### config.mk
export PLATFORM = sky130hd
export DESIGN_NAME = hdmi_clken_gen
export DESIGN_NICKNAME = d
export VERILOG_FILES = /design/src/rtl/hdmi_clk_pkg.sv /design/src/rtl/hdmi_frac_ce.sv /design/src/rtl/hdmi_clken_gen.sv
export SDC_FILE = /design/constraint.sdc
export NUM_CORES = 1
export LEC_CHECK = 0
export CORE_MARGIN = 2
export CORE_UTILIZATION = 50
export CTS_BUF_LIST = sky130_fd_sc_hd__clkbuf_4
export DETAILED_ROUTE_END_ITERATION = 16
export GPL_TIMING_DRIVEN = 0
export PLACE_DENSITY = 0.69
export SYNTH_ARGS = -nofsm -noshare
export SYNTH_HDL_FRONTEND = slang
export SYNTH_SLANG_ARGS = --single-unit
### constraint.sdc
create_clock -name clk -period 9 [get_ports clk]
set_input_delay 0.9 -clock clk [delete_from_list [all_inputs] [get_ports clk]]
set_output_delay 0.9 -clock clk [all_outputs]
set_load 0.05 [all_outputs]
### src/rtl/hdmi_clk_pkg.sv
// Shared FSM encoding, ratio constants and helpers for the HDMI clock-enable generator.
package hdmi_clk_pkg;

   typedef enum logic [1:0] {
      WAIT_LOCK = 2'd0,
      STABILISE = 2'd1,
      RUN       = 2'd2
   } state_e;

   // 25.2 MHz pixel clock * 1/525 = 48 kHz audio tick
   localparam int AUDIO48K_NUM = 1;
   localparam int AUDIO48K_DEN = 525;

   localparam logic [7:0] LOCK_CNT_MAX = 8'd255;

   function automatic int ch_idx_w(input int n);
      return (n > 1) ? $clog2(n) : 1;
   endfunction

   function automatic logic [7:0] sat_inc8(input logic [7:0] v);
      return (v == LOCK_CNT_MAX) ? v : v + 8'd1;
   endfunction

endpackage

### src/rtl/hdmi_frac_ce.sv
// One fractional clock-enable channel: NUM/DEN ratio, phase accumulator and registered strobe.
module hdmi_frac_ce
   import hdmi_clk_pkg::*;
#(
   parameter int ACC_W = 24
)(
   input  logic             clk,
   input  logic             rst,
   input  logic             i_run,
   input  logic             i_clr,
   input  logic             i_load,
   input  logic [ACC_W-1:0] i_num,
   input  logic [ACC_W-1:0] i_den,
   output logic             o_ce
);

   logic [ACC_W-1:0] r_num;
   logic [ACC_W-1:0] r_den;
   logic [ACC_W-1:0] r_acc;
   logic             r_ce;
   logic [ACC_W:0]   w_sum;
   logic             w_hit;
   logic [ACC_W-1:0] w_acc_nxt;

   // acc < DEN and NUM <= DEN keep the sum below 2*DEN, so the remainder always fits ACC_W
   always_comb begin
      w_sum     = {1'b0, r_acc} + {1'b0, r_num};
      w_hit     = (w_sum >= {1'b0, r_den});
      w_acc_nxt = w_hit ? ACC_W'(w_sum - {1'b0, r_den}) : ACC_W'(w_sum);
   end

   always_ff @(posedge clk) begin
      if (rst) begin
         r_num <= '0;
         r_den <= ACC_W'(1);
         r_acc <= '0;
         r_ce  <= 1'b0;
      end else if (i_load) begin
         r_num <= i_num;
         r_den <= i_den;
         r_acc <= '0;
         r_ce  <= 1'b0;
      end else if (i_clr) begin
         r_acc <= '0;
         r_ce  <= 1'b0;
      end else if (i_run) begin
         r_acc <= w_acc_nxt;
         r_ce  <= w_hit;
      end else begin
         r_ce  <= 1'b0;
      end
   end

   assign o_ce = r_ce;

endmodule

### src/rtl/hdmi_clken_gen.sv
// Lock-qualified reset sequencer and NUM_CH fractional clock-enable generators on the PLL pixel clock.
module hdmi_clken_gen
   import hdmi_clk_pkg::*;
#(
   parameter int  NUM_CH      = 2,
   parameter int  ACC_W       = 24,
   parameter int  LOCK_CYCLES = 1024,
   localparam int CH_W        = ch_idx_w(NUM_CH)
)(
   input  logic              clk,
   input  logic              rst,
   input  logic              pll_locked,
   input  logic              cfg_wr,
   input  logic [CH_W-1:0]   cfg_ch,
   input  logic [ACC_W-1:0]  cfg_num,
   input  logic [ACC_W-1:0]  cfg_den,
   output logic              cfg_ack,
   output logic              cfg_err,
   output logic [NUM_CH-1:0] ce,
   output logic              rst_out,
   output logic              ready,
   output logic [7:0]        lock_lost_cnt
);

   localparam int                CNT_W    = $clog2(LOCK_CYCLES);
   localparam logic [CNT_W-1:0]  CNT_LAST = CNT_W'(LOCK_CYCLES - 1);
   localparam logic [CH_W:0]     CH_LIMIT = (CH_W + 1)'(NUM_CH);

   logic              r_sync1;
   logic              r_lk;
   state_e            r_state;
   state_e            w_state_nxt;
   logic [CNT_W-1:0]  r_cnt;
   logic              w_run_adv;
   logic              w_lock_loss;
   logic              w_cfg_bad;
   logic              w_cfg_ok;
   logic [NUM_CH-1:0] w_load;
   logic              r_cfg_ack;
   logic              r_cfg_err;
   logic [7:0]        r_lost;

   // Two-flop synchroniser for the asynchronous PLL lock
   always_ff @(posedge clk) begin
      if (rst) begin
         r_sync1 <= 1'b0;
         r_lk    <= 1'b0;
      end else begin
         r_sync1 <= pll_locked;
         r_lk    <= r_sync1;
      end
   end

   always_ff @(posedge clk) begin
      if (rst) r_state <= WAIT_LOCK;
      else     r_state <= w_state_nxt;
   end

   always_comb begin
      w_state_nxt = r_state;
      w_run_adv   = 1'b0;
      w_lock_loss = 1'b0;
      case (r_state)
         WAIT_LOCK: begin
            if (r_lk) w_state_nxt = STABILISE;
         end
         STABILISE: begin
            if (!r_lk)                  w_state_nxt = WAIT_LOCK;
            else if (r_cnt == CNT_LAST) w_state_nxt = RUN;
         end
         RUN: begin
            if (!r_lk) begin
               w_state_nxt = WAIT_LOCK;
               w_lock_loss = 1'b1;
            end else begin
               w_run_adv   = 1'b1;
            end
         end
         default: w_state_nxt = WAIT_LOCK;
      endcase
   end

   // Stability counter only advances in STABILISE; every entry starts it from zero
   always_ff @(posedge clk) begin
      if (rst)                        r_cnt <= '0;
      else if (r_state == STABILISE)  r_cnt <= r_cnt + CNT_W'(1);
      else                            r_cnt <= '0;
   end

   always_comb begin
      w_cfg_bad = (cfg_den == '0) || (cfg_num > cfg_den) || ({1'b0, cfg_ch} >= CH_LIMIT);
      w_cfg_ok  = cfg_wr && !w_cfg_bad;
   end

   always_ff @(posedge clk) begin
      if (rst) begin
         r_cfg_ack <= 1'b0;
         r_cfg_err <= 1'b0;
         r_lost    <= '0;
      end else begin
         r_cfg_ack <= cfg_wr;
         r_cfg_err <= cfg_wr && w_cfg_bad;
         if (w_lock_loss) r_lost <= sat_inc8(r_lost);
      end
   end

   for (genvar g = 0; g < NUM_CH; g++) begin : g_ch
      localparam logic [CH_W-1:0] IDX = CH_W'(g);

      assign w_load[g] = w_cfg_ok && (cfg_ch == IDX);

      hdmi_frac_ce #(
         .ACC_W (ACC_W)
      ) u_frac_ce (
         .clk    (clk),
         .rst    (rst),
         .i_run  (w_run_adv),
         .i_clr  (w_lock_loss),
         .i_load (w_load[g]),
         .i_num  (cfg_num),
         .i_den  (cfg_den),
         .o_ce   (ce[g])
      );
   end

   assign cfg_ack       = r_cfg_ack;
   assign cfg_err       = r_cfg_err;
   assign rst_out       = (r_state != RUN);
   assign ready         = (r_state == RUN);
   assign lock_lost_cnt = r_lost;

endmodule

# Yosys cells after proc, flatten, opt, wreduce, memory -nomap -nowiden
# Cells that the tools add are included.
# classes
n_reduce_logical	15
add_sub_neg	6
eq_ne	8
mux	11
magnitude_cmp	3
bitwise_logic	4
# ops
cell	n
$add A24 B24 Y25	2
$ge A25 B24 Y1	2
$mux W24	2
$sub A24 B24 Y24	2
$gt A24 B24 Y1	1
$logic_not A24 Y1	1
$add A10 B1 Y10 const B	1
$eq A10 B10 Y1 const B	1
$add A8 B1 Y8 const B	1
$eq A8 B8 Y1 const B	1
$mux W2	4
$reduce_or A4 Y1	2
$ne A2 B2 Y1 const B	3
$pmux W2 S3	1
$reduce_or A3 Y1	2
$logic_and A1 B1 Y1	4
$mux W1	4
$not A1 Y1	4
$ne A3 B3 Y1 const B	1
$reduce_and A3 Y1	1
$eq A2 B1 Y1 const B	1
$eq A2 B2 Y1 const B	1
$logic_not A2 Y1	1
$reduce_and A2 Y1	1
other kinds (3)	3
# word_totals
regBits	170
elab_cells	62
inputBits	53

# Longest topological paths before layout
# Gate-level depths: netlist (run 1).
# depth
ltp_word	6
ltp_mapped	24
ltp_nobuf	22

# Modules after synthesis
# Synthesis (run 1) repeated with hierarchy kept, for this count alone.
# unflattened
hier_cells	1449
area_unflattened_um2	12220.5
# by_module_without_submodules
mod	area_each_um2	cells_per_inst	instances
hdmi_frac_ce at g_ch[1].u_frac_ce	5355.1	630	1
hdmi_frac_ce at g_ch[0].u_frac_ce	5221.3	620	1
hdmi_clken_gen	1644.1	199	1

# Worst setup path before layout (run 1)
# No wires, ideal clock.
# synth_timing
path_type	register to register
from	register g_ch[0].u_frac_ce.r_acc[0]
to	register g_ch[0].u_frac_ce.r_acc[1]
arrival_ns	4.017
path_buffers	2
slack_ns	4.850
path_stages_with_launch	24
period_less_slack_ns	4.150
path_cell_list	dfxtp_1 ha_1 inv_1 fa_1 nor2b_1 o31a_1 o31ai_4 a21oi_2 nor3_1 o211ai_1 a31o_2 xor2_1 ha_1 a21o_1 a21o_1 a21o_1 a21oi_1 o21ai_1 o21ai_1 nand2b_1 buf_4 buf_2 a211oi_1 a211oi_1
# synth_via
elab_chain_cells	3
elab_cells_between_ends	4
# synth_rtl
element	line	text
start: declaration	hdmi_frac_ce.sv:19	logic [ACC_W-1:0] r_acc;
start signal: assignment	hdmi_frac_ce.sv:47	r_acc <= w_acc_nxt;
$add A24 B24 Y25 (*)	hdmi_frac_ce.sv:27	w_sum = {1'b0, r_acc} + {1'b0, r_num};
$sub A24 B24 Y24 or $ge A25 B24 Y1 (tied branches)	hdmi_frac_ce.sv:29, hdmi_frac_ce.sv:28	
$mux W24 (*)	hdmi_frac_ce.sv:29	w_acc_nxt = w_hit ? ACC_W'(w_sum - {1'b0, r_den}) : ACC_W'(w_sum);
# Every way passes the cells marked *; elsewhere a longest branch is shown, timed or not.
# A chain may end at the register's enable or synchronous reset.

# Worst setup path in the final report (run 1)
# layout_timing
from	register g_ch[0].u_frac_ce.r_acc[0]
to	register g_ch[0].u_frac_ce.r_acc[22]
# Same word-level chain as after synthesis.

==> results of run 1 <==
per-layer routing:
| metal | track usage (%) | share of wire (%) | vias up |
|---|---|---|---|
| met2 | 50.46 | 49 | 254 |
| met5 | 0 | 0 | - |
| met1 | 34.96 | 44 | 5075 |
| li1 | - | - | 5387 |
| met3 | 3.442 | 3.7 | 73 |
| met4 | 10.35 | 3.5 | 0 |
synth_stat cells, types with 20 or more instances:
master,count
nand3_1,26
xor2_1,27
clkbuf_1,33
a21oi_1,147
nor3_1,21
ha_1,122
nand4_1,20
a211oi_1,46
o21ai_0,27
dfxtp_1,170
mux2i_1,53
a21o_1,45
o21ai_1,26
nor2_1,188
xnor2_1,63
nand2_1,156
inv_1,99
sequential cells by signal (all words and copies together), names as in the netlist:
| name | flops |
|---|---|
| g_ch.u_frac_ce.r_den | 48 |
| g_ch.u_frac_ce.o_ce | 2 |
| lock_lost_cnt | 8 |
| r_cnt | 10 |
| cfg_err | 1 |
| cfg_ack | 1 |
| r_lk | 1 |
| g_ch.u_frac_ce.r_acc | 48 |
| r_state | 2 |
| g_ch.u_frac_ce.r_num | 48 |
| r_sync1 | 1 |
worst paths after layout:
kind	end	slack [ns]	cells past startpoint
worst min register to register	r_cnt[0]	0.46	1
worst max register to register	g_ch[0].u_frac_ce.r_acc[22]	3.99	22
worst max-delay path	g_ch[0].u_frac_ce.r_acc[22]	3.99	22
worst min-delay path	r_cnt[0]	0.46	1
kinds of logic after synthesis:
logic type | count (synthesis) | synth area share, %
flops | 170 | 29.09
compound gates | 401 | 22.58
mux | 53 | 4.535
fa+ha+maj | 126 | 13.73
simple gates | 479 | 17.86
buf+inv | 156 | 5.455
xor+xnor | 90 | 6.739
per-stage QoR:
stage          utilization [%]  setup WS [ns]  cell area [um^2]
6_report                 57.23          3.989             13040
5_1_grt                  57.23          3.681             13040
4_1_cts                  57.22          4.017             13030
3_5_place_dp             55.97          4.049             12750
3_3_place_gp             55.97          4.154             12750
2_1_floorplan                -          4.850             11700
final cells by class:
class                      instances  area [um^2]  share of cell area [%]
timing repair buffer              66        660.6                   5.068
antenna                            1        2.502                 0.01920
multi-input combinational       1149         7656                   58.73
clock buffer                      17        127.6                  0.9791
clock inverter                    15        155.1                   1.190
buffer                            57        266.5                   2.045
tap                              313        391.6                   3.004
sequential                       170         3403                   26.11
inverter                          99        371.6                   2.851
power groups by stage:
| stage | combinational, W | sequential (W) | clock (W) |
|---|---|---|---|
| final | 0.000612 | 0.000788 | 0.000471 |
| after global routing | 0.000668 | 0.000790 | 0.000506 |
| after CTS | 0.000605 | 0.000787 | 0.000479 |
| after detailed placement | 0.000600 | 0.000804 | 0 |
| after global placement | 0.000594 | 0.000803 | 0 |
| after floorplan | 0.000448 | 0.000800 | 0 |
layout by cell type (no fill, tap or decap), types with 4 or more instances in the layout:
| master | synthesis | final |
|---|---|---|
| inv_1 | 99 | 99 |
| a21o_1 | 45 | 45 |
| xnor2_1 | 63 | 63 |
| dfxtp_1 | 170 | 170 |
| or3_1 | 6 | 6 |
| a211oi_1 | 46 | 46 |
| nand4_1 | 20 | 20 |
| xor2_1 | 27 | 27 |
| nor4_1 | 11 | 11 |
| clkbuf_1 | 33 | 33 |
| o21ai_1 | 26 | 26 |
| buf_4 | 4 | 4 |
| o22ai_1 | 4 | 4 |
| nand2_1 | 156 | 156 |
| nor3_1 | 21 | 21 |
| nand2b_1 | 10 | 10 |
| o21a_1 | 14 | 14 |
| fa_1 | 4 | 4 |
| nand3_1 | 26 | 26 |
| o211ai_1 | 16 | 16 |
| buf_1 | 5 | 5 |
| buf_2 | 12 | 12 |
| clkbuf_4 | 0 | 17 |
| a31oi_1 | 7 | 7 |
| mux2i_1 | 53 | 53 |
| nor2_1 | 188 | 188 |
| o21bai_1 | 12 | 12 |
| and2_1 | 4 | 4 |
| ha_1 | 122 | 122 |
| clkdlybuf4s50_1 | 0 | 66 |
| inv_8 | 0 | 5 |
| inv_6 | 0 | 4 |
| a21oi_1 | 147 | 147 |
| o21ai_0 | 27 | 27 |
| nor2b_1 | 15 | 15 |
| and3_1 | 11 | 11 |
critical path, stage by stage (launching register included):
cell and delay [ns]:
dfxtp_1 0.35, ha_1 0.23, inv_1 0.08, fa_1 0.21, nor2b_1 0.07, o31a_1 0.30, o31ai_4 0.29, a21boi_0 0.21
a21o_1 0.22, a211oi_1 0.24, nor3_1 0.11, ha_1 0.39, and3_1 0.25, a221oi_1 0.11, o31ai_1 0.50, a21oi_1 0.14
o21ai_1 0.16, o21ai_1 0.12, nand2b_1 0.10, buf_4 0.16, buf_2 0.28, mux2i_1 0.29, a21oi_1 0.10
==> metrics.md, run 1 <==
| Metric | Value |
|---|---|
| WL/cell | `18.18 um` |
| Hold path start | `r_cnt[0]` |
| Final hold vios | `0` |
| Syn nets | `1654` |
| Crit-path max FO | `10` |
| DP HPWL | `27.63 mm` |
| Final setup viols | `0` |
| Fin Hold WS | `0.4614 ns` |
| Crit path from | `g_ch[0].u_frac_ce.r_acc[0]` |
| Tot Pwr | `0.001870 W` |
| GRT Total Usage | `28.30%` |
| Synthesized instance count | `~1500` |
| Final Cycle Share | `55.68%` |
| Antenna violations before repair | `1` |
| Number of buffers on the longest clock path | `2` |
| Int Pwr | `0.001182 W` |
| Placed instance count | `1854` |
| # IOs | `67` |
| Worst-Margin Slew | `0.8437 ns` |
| Pwr/cell area | `143.4 mW/mm^2` |
| RSZ-0062 raised after global routing | `no` |
| Worst reg2reg path startpoint | `g_ch[0].u_frac_ce.r_acc[0]` |
| Share of layout cells above drive strength 1 | `about 4.4%` |
| Clock power frac | `25.2%` |
| CTS root buf | `clkbuf_4` |
| Routability cong. | `0.9205` |
| Number of placement rows | `55` |
| Final min period | `between 5 and 6 ns` |
| Initial drt markers | `556` |
| Status | `finished clean` |
| Drt pass-1 iters | `6` |
| Vias in the first global route | `10490` |
| Critical Path AT | `5.48 ns` |
| Clock transition at path regs | `0.16 ns` |
| Clock sinks | `170` |
| Setup TNS | `0 ns` |
| Share of synthesized registers carrying an async set or reset | `0%` |
| Largest area contributor in the netlist | `dfxtp_1` |
| Share of power burned in registers | `about 42%` |
| Post-route DRC | `0` |
| Core ar. | `0.02278 mm^2` |
| Peak supply drop | `between 90 and 100 uV` |
| # Max-Cap Violations | `0` |
| Fill cells | `2223` |
| Congestion Overflow GR | `0` |
| Post-synth top flop | `dfxtp_1` |
| Mean Syn Cell Area | `7.930 um^2` |
| First-pass GRT wire length | `around 54 mm` |
| Lkg Pwr | `5.586 nW` |
| ANT nets after route | `0` |
| H-tree level count | `4` |
| Finished Layout Cells | `1887` |
| Max_slew headroom | `43.37%` |
| CP Capture Type | `flip-flop` |
| Seq cells post-synth | `170` |
| Number of flops mapped to enable cells by yosys | `0` |
| CTS tree | `done` |
| Worst EP required | `9.46 ns` |
| Synth top area cells | `dfxtp_1 (29%), ha_1 (13%), a21oi_1 (6.3%)` |
| Routed vias | `10789` |
| Clock Latency Late Sink | `0.61 ns` |
| Mapped Area | `0.01170 mm^2` |
| Cts repair resizes | `0` |
| Type of origin of the critical path | `flip-flop` |
| Switching Share | `~37%` |
| Buffers on Ports | `66` |
| CTS buffer count | `17` |
| Synthesis-to-finish area growth | `11.43%` |
| Register area share after synthesis | `29.09%` |
| Share of the synthesized area in the top cell type | `29.09%` |
| Ys Warns | `0` |
| Fin. max-slew vios | `0` |
| Yosys cell types | `72` |
| Comb pwr share | `32.7%` |
| Die Width | `157.0 um` |
| Die height | `around 160 um` |
| Setup Fix Bufs, Post-CTS | `0` |
| Clk_skew | `around 0.027 ns` |
| Crit path kind | `reg -> reg` |
| Largest net degree at the start of global routing | `18` |
| Final Net Count | `between 1500 and 2000` |
| Starting density of the core | `51.35%` |
| Final wirelength | `34.31 mm` |
| Hold Buf Count CTS | `0` |
| Die footprint | `0.02463 mm^2` |
| Vias per inst | `between 5 and 6` |
| Switching power total | `0.0006873 W` |
| Worst hold path type | `reg -> reg` |
| Max Freq | `0.1995 GHz` |
Note: power is estimated with default switching activity, not from simulation.
==> run 2, diff against run 1 <==
Settings changed: PLACE_DENSITY 0.69 to 0.71.
Clock period 9 ns to 4.38 ns, I/O delays scaled along.
==> metrics.md, run 2 (same netlist as run 1, synthesis figures left out) <==
| Metric | Value |
|---|---|
| Final min period | `4.478 ns (-0.5335 ns)` |
| Synthesis-to-finish area growth | `21.90%` |
| Flop-to-flop setup slack | `-0.1 ns (-4.09 ns)` |
| Comb pwr share | `39.8% (+7.1 points)` |
| Crit path max-delay family | `compound AO/OA/AOI/OAI gates` |
| Hold Buf Count CTS | `0 (unchanged)` |
| CTS buffer count | `17 (unchanged)` |
| Worst EP required | `4.88 ns (-4.58 ns)` |
| Finished Layout Cells | `1937 (+2.6%)` |
| Core ar. | `0.02278 mm^2 (unchanged)` |
| Fin. max-slew vios | `0 (unchanged)` |
| Clk_skew | `0.02941 ns (+0.002304 ns)` |
| Max_slew headroom | `35.84% (-7.5 points)` |
| Final wirelength | `36.28 mm (+5.7%)` |
| Met2 usage | `50.00% (-0.46 points)` |
| CTS root buf | `clkbuf_4` |
| Placed instance count | `1854 (unchanged)` |
| Final Net Count | `1789 (+2.9%)` |
| Post-DP Area | `0.01275 mm^2 (unchanged)` |
| GRT Total Usage | `28.74% (+0.45 points)` |
| Starting density of the core | `51.35% (unchanged)` |
| Switching Share | `36.27% (-0.49 points)` |
| DP HPWL | `27.29 mm (-1.2%)` |
| Die height | `157.0 um (unchanged)` |
| Setup slack after layout | `-0.09790 ns (-4.086 ns)` |
| Crit path cell chain | `ha_1 > o211ai_1 > o21ai_2 > o22ai_2 > o211ai_1 > nand2_1 > o211ai_1 > a21oi_1 > xnor2_1 > ha_1 > nand2_1 > nor2_2 > a31o_1 > nor2_1 > a21oi_2 > nand2b_4 > buf_12 > buf_4 > nand2_1 > o21ai_4 > a2bb2o_4` |
| Commonest cells after routing, fill and taps aside | `nor2_1 (183), dfxtp_1 (166), nand2_1 (152)` |
| Fin Hold WS | `0.3896 ns (-0.07180 ns)` |
| Post-route cell area | `0.01426 mm^2 (+9.4%)` |
| Met1 usage | `35.50% (+0.54 points)` |
| Clock transition at path regs | `0.18 ns (+0.02 ns)` |
| Worst-Margin Slew | `0.9543 ns (+0.1106 ns)` |
| Routability cong. | `0.9243 (+0.41%)` |
| Crit path kind | `reg -> reg` |
| Antenna violations before repair | `1 (unchanged)` |
| Drt pass-1 iters | `5 (-1)` |
| Crit-path slowest cell | `ha_1` |
| # Max-Cap Violations | `0 (unchanged)` |
| Number of placement rows | `55 (unchanged)` |
| Status | `finished, violations left` |
| First-pass GRT wire length | `55.27 mm (+2.4%)` |
| Switching power total | `0.001570 W (+130%)` |
| Int Pwr | `0.002758 W (+130%)` |
| Worst hold path type | `in -> reg` |
| Critical Path AT | `4.98 ns (-0.50 ns)` |
| GRT busiest layer | `met2` |
| Share of power burned in registers | `37.4% (-4.7 points)` |
| Final hold vios | `0 (unchanged)` |
| Failing checks | `setup timing` |
| Post-Place Worst Slack | `-0.5817 ns (-4.631 ns)` |
| Clock Latency Late Sink | `0.60 ns (about the same)` |
| Clock power frac | `22.8% (-2.4 points)` |
| Vias per inst | `5.778 (+1.1%)` |
| Commonest non-fill, non-tap cell in the layout | `nor2_1` |
| Pwr/cell area | `303.5 mW/mm^2 (+110%)` |
| Final setup viols | `14 (+14)` |
| Met3 usage in global routing | `4.130% (+0.69 points)` |
| RSZ-0062 raised after global routing | `yes` |
| Die footprint | `0.02463 mm^2 (unchanged)` |
| Buf/Inv on CP | `2 (-1)` |
| Top flop regs | `g_ch.u_frac_ce.r_acc x48, g_ch.u_frac_ce.r_den x48, g_ch.u_frac_ce.r_num x48` |
| CTS tree | `done` |
| WL/cell | `18.73 um (+3.0%)` |
| H-tree level count | `4 (unchanged)` |
| Congestion Overflow GR | `0 (unchanged)` |
| CP peak stage delay | `0.39 ns (-0.11 ns)` |
| Setup TNS | `-0.5641 ns (-0.5641 ns)` |
| Post-route DRC | `0 (unchanged)` |
| Share of layout cells above drive strength 1 | `14.05% (+9.7 points)` |
| Vias in the first global route | `10820 (+3.1%)` |
| Initial drt markers | `688 (+24%)` |
| Type of origin of the critical path | `flip-flop` |
| Max Freq | `0.2233 GHz (+12%)` |
| CP Capture Type | `flip-flop` |
| # IOs | `67 (unchanged)` |
| Peak supply drop | `178.2 uV (+96%)` |
| Lkg Pwr | `6.050 nW (+8.3%)` |
| Final Cycle Share | `102.2% (+47 points)` |
| ANT nets after route | `0 (unchanged)` |
| Buffers on Ports | `66 (unchanged)` |
| Clock sinks | `170 (unchanged)` |
| Die Width | `157.0 um (unchanged)` |
| Crit-path max FO | `8 (-2)` |
| Routed vias | `11192 (+3.7%)` |
| Largest net degree at the start of global routing | `17 (-1)` |
| Number of buffers on the longest clock path | `2 (unchanged)` |
-- run 2: cell types whose count changed in the layout (fill, tap and decap cells not counted), moves of 8 or more --
cell,change
a211oi_2,+14
a21oi_1,-11
ha_1,-12
buf_4,+45
a211oi_1,-14
a21oi_2,+10
mux2i_1,-9
ha_4,+8
-- run 2: what timing repair did --
item                                    CTS  global route
gates cloned                              2             3
setup buffers                            20            26
pin swaps                                50            72
resized for setup                        80            77
endpoints found under the setup margin   49            50
-- run 2: final cells by class --
| cell class | count | area, um^2 |
|---|---|---|
| Fill cell | 2003 | 8519 |
| Buffer | 56 | 331.6 |
| Multi-Input combinational cell | 1149 | 8324 |
| Clock buffer | 17 | 127.6 |
| Sequential cell | 170 | 3408 |
| Tap cell | 313 | 391.6 |
| Timing Repair Buffer | 117 | 1136 |
| Clock inverter | 15 | 165.2 |
| Inverter | 99 | 371.6 |
| Antenna cell | 1 | 2.502 |
-- run 2: final timing paths --
kind,startpoint,cells after the start,endpoint
max,g_ch[0].u_frac_ce.r_acc[4],21,g_ch[0].u_frac_ce.r_acc[14]
min reg2reg,r_sync1,1,r_lk
max reg2reg,g_ch[0].u_frac_ce.r_acc[4],21,g_ch[0].u_frac_ce.r_acc[14]
min,pll_locked,2,r_sync1
-- run 2: layer usage --
| layer | share of wire (%) | vias to the layer above |
|---|---|---|
| li1 | - | 5485 |
| met1 | 42 | 5238 |
| met2 | 49 | 377 |
| met3 | 5.2 | 92 |
| met4 | 3.9 | 0 |
| met5 | 0 | - |
-- run 2: metrics by stage --
| step | total power (W) | utilization [%] |
|---|---|---|
| after floorplan | 0.002563 | - |
| after global placement | 0.002872 | 55.97 |
| after detailed placement | 0.002887 | 55.97 |
| after CTS | 0.004062 | 59.61 |
| after global routing | 0.004517 | 62.60 |
| final | 0.004328 | 62.60 |
-- run 2: power by group through the flow --
stage | sequential (W) | clock [W] | combinational (W)
floorplan | 0.00164 | 0 | 0.000920
global placement | 0.00165 | 0 | 0.00122
detailed placement | 0.00165 | 0 | 0.00123
CTS | 0.00162 | 0.000992 | 0.00145
global route | 0.00163 | 0.00106 | 0.00183
finish | 0.00162 | 0.000986 | 0.00172
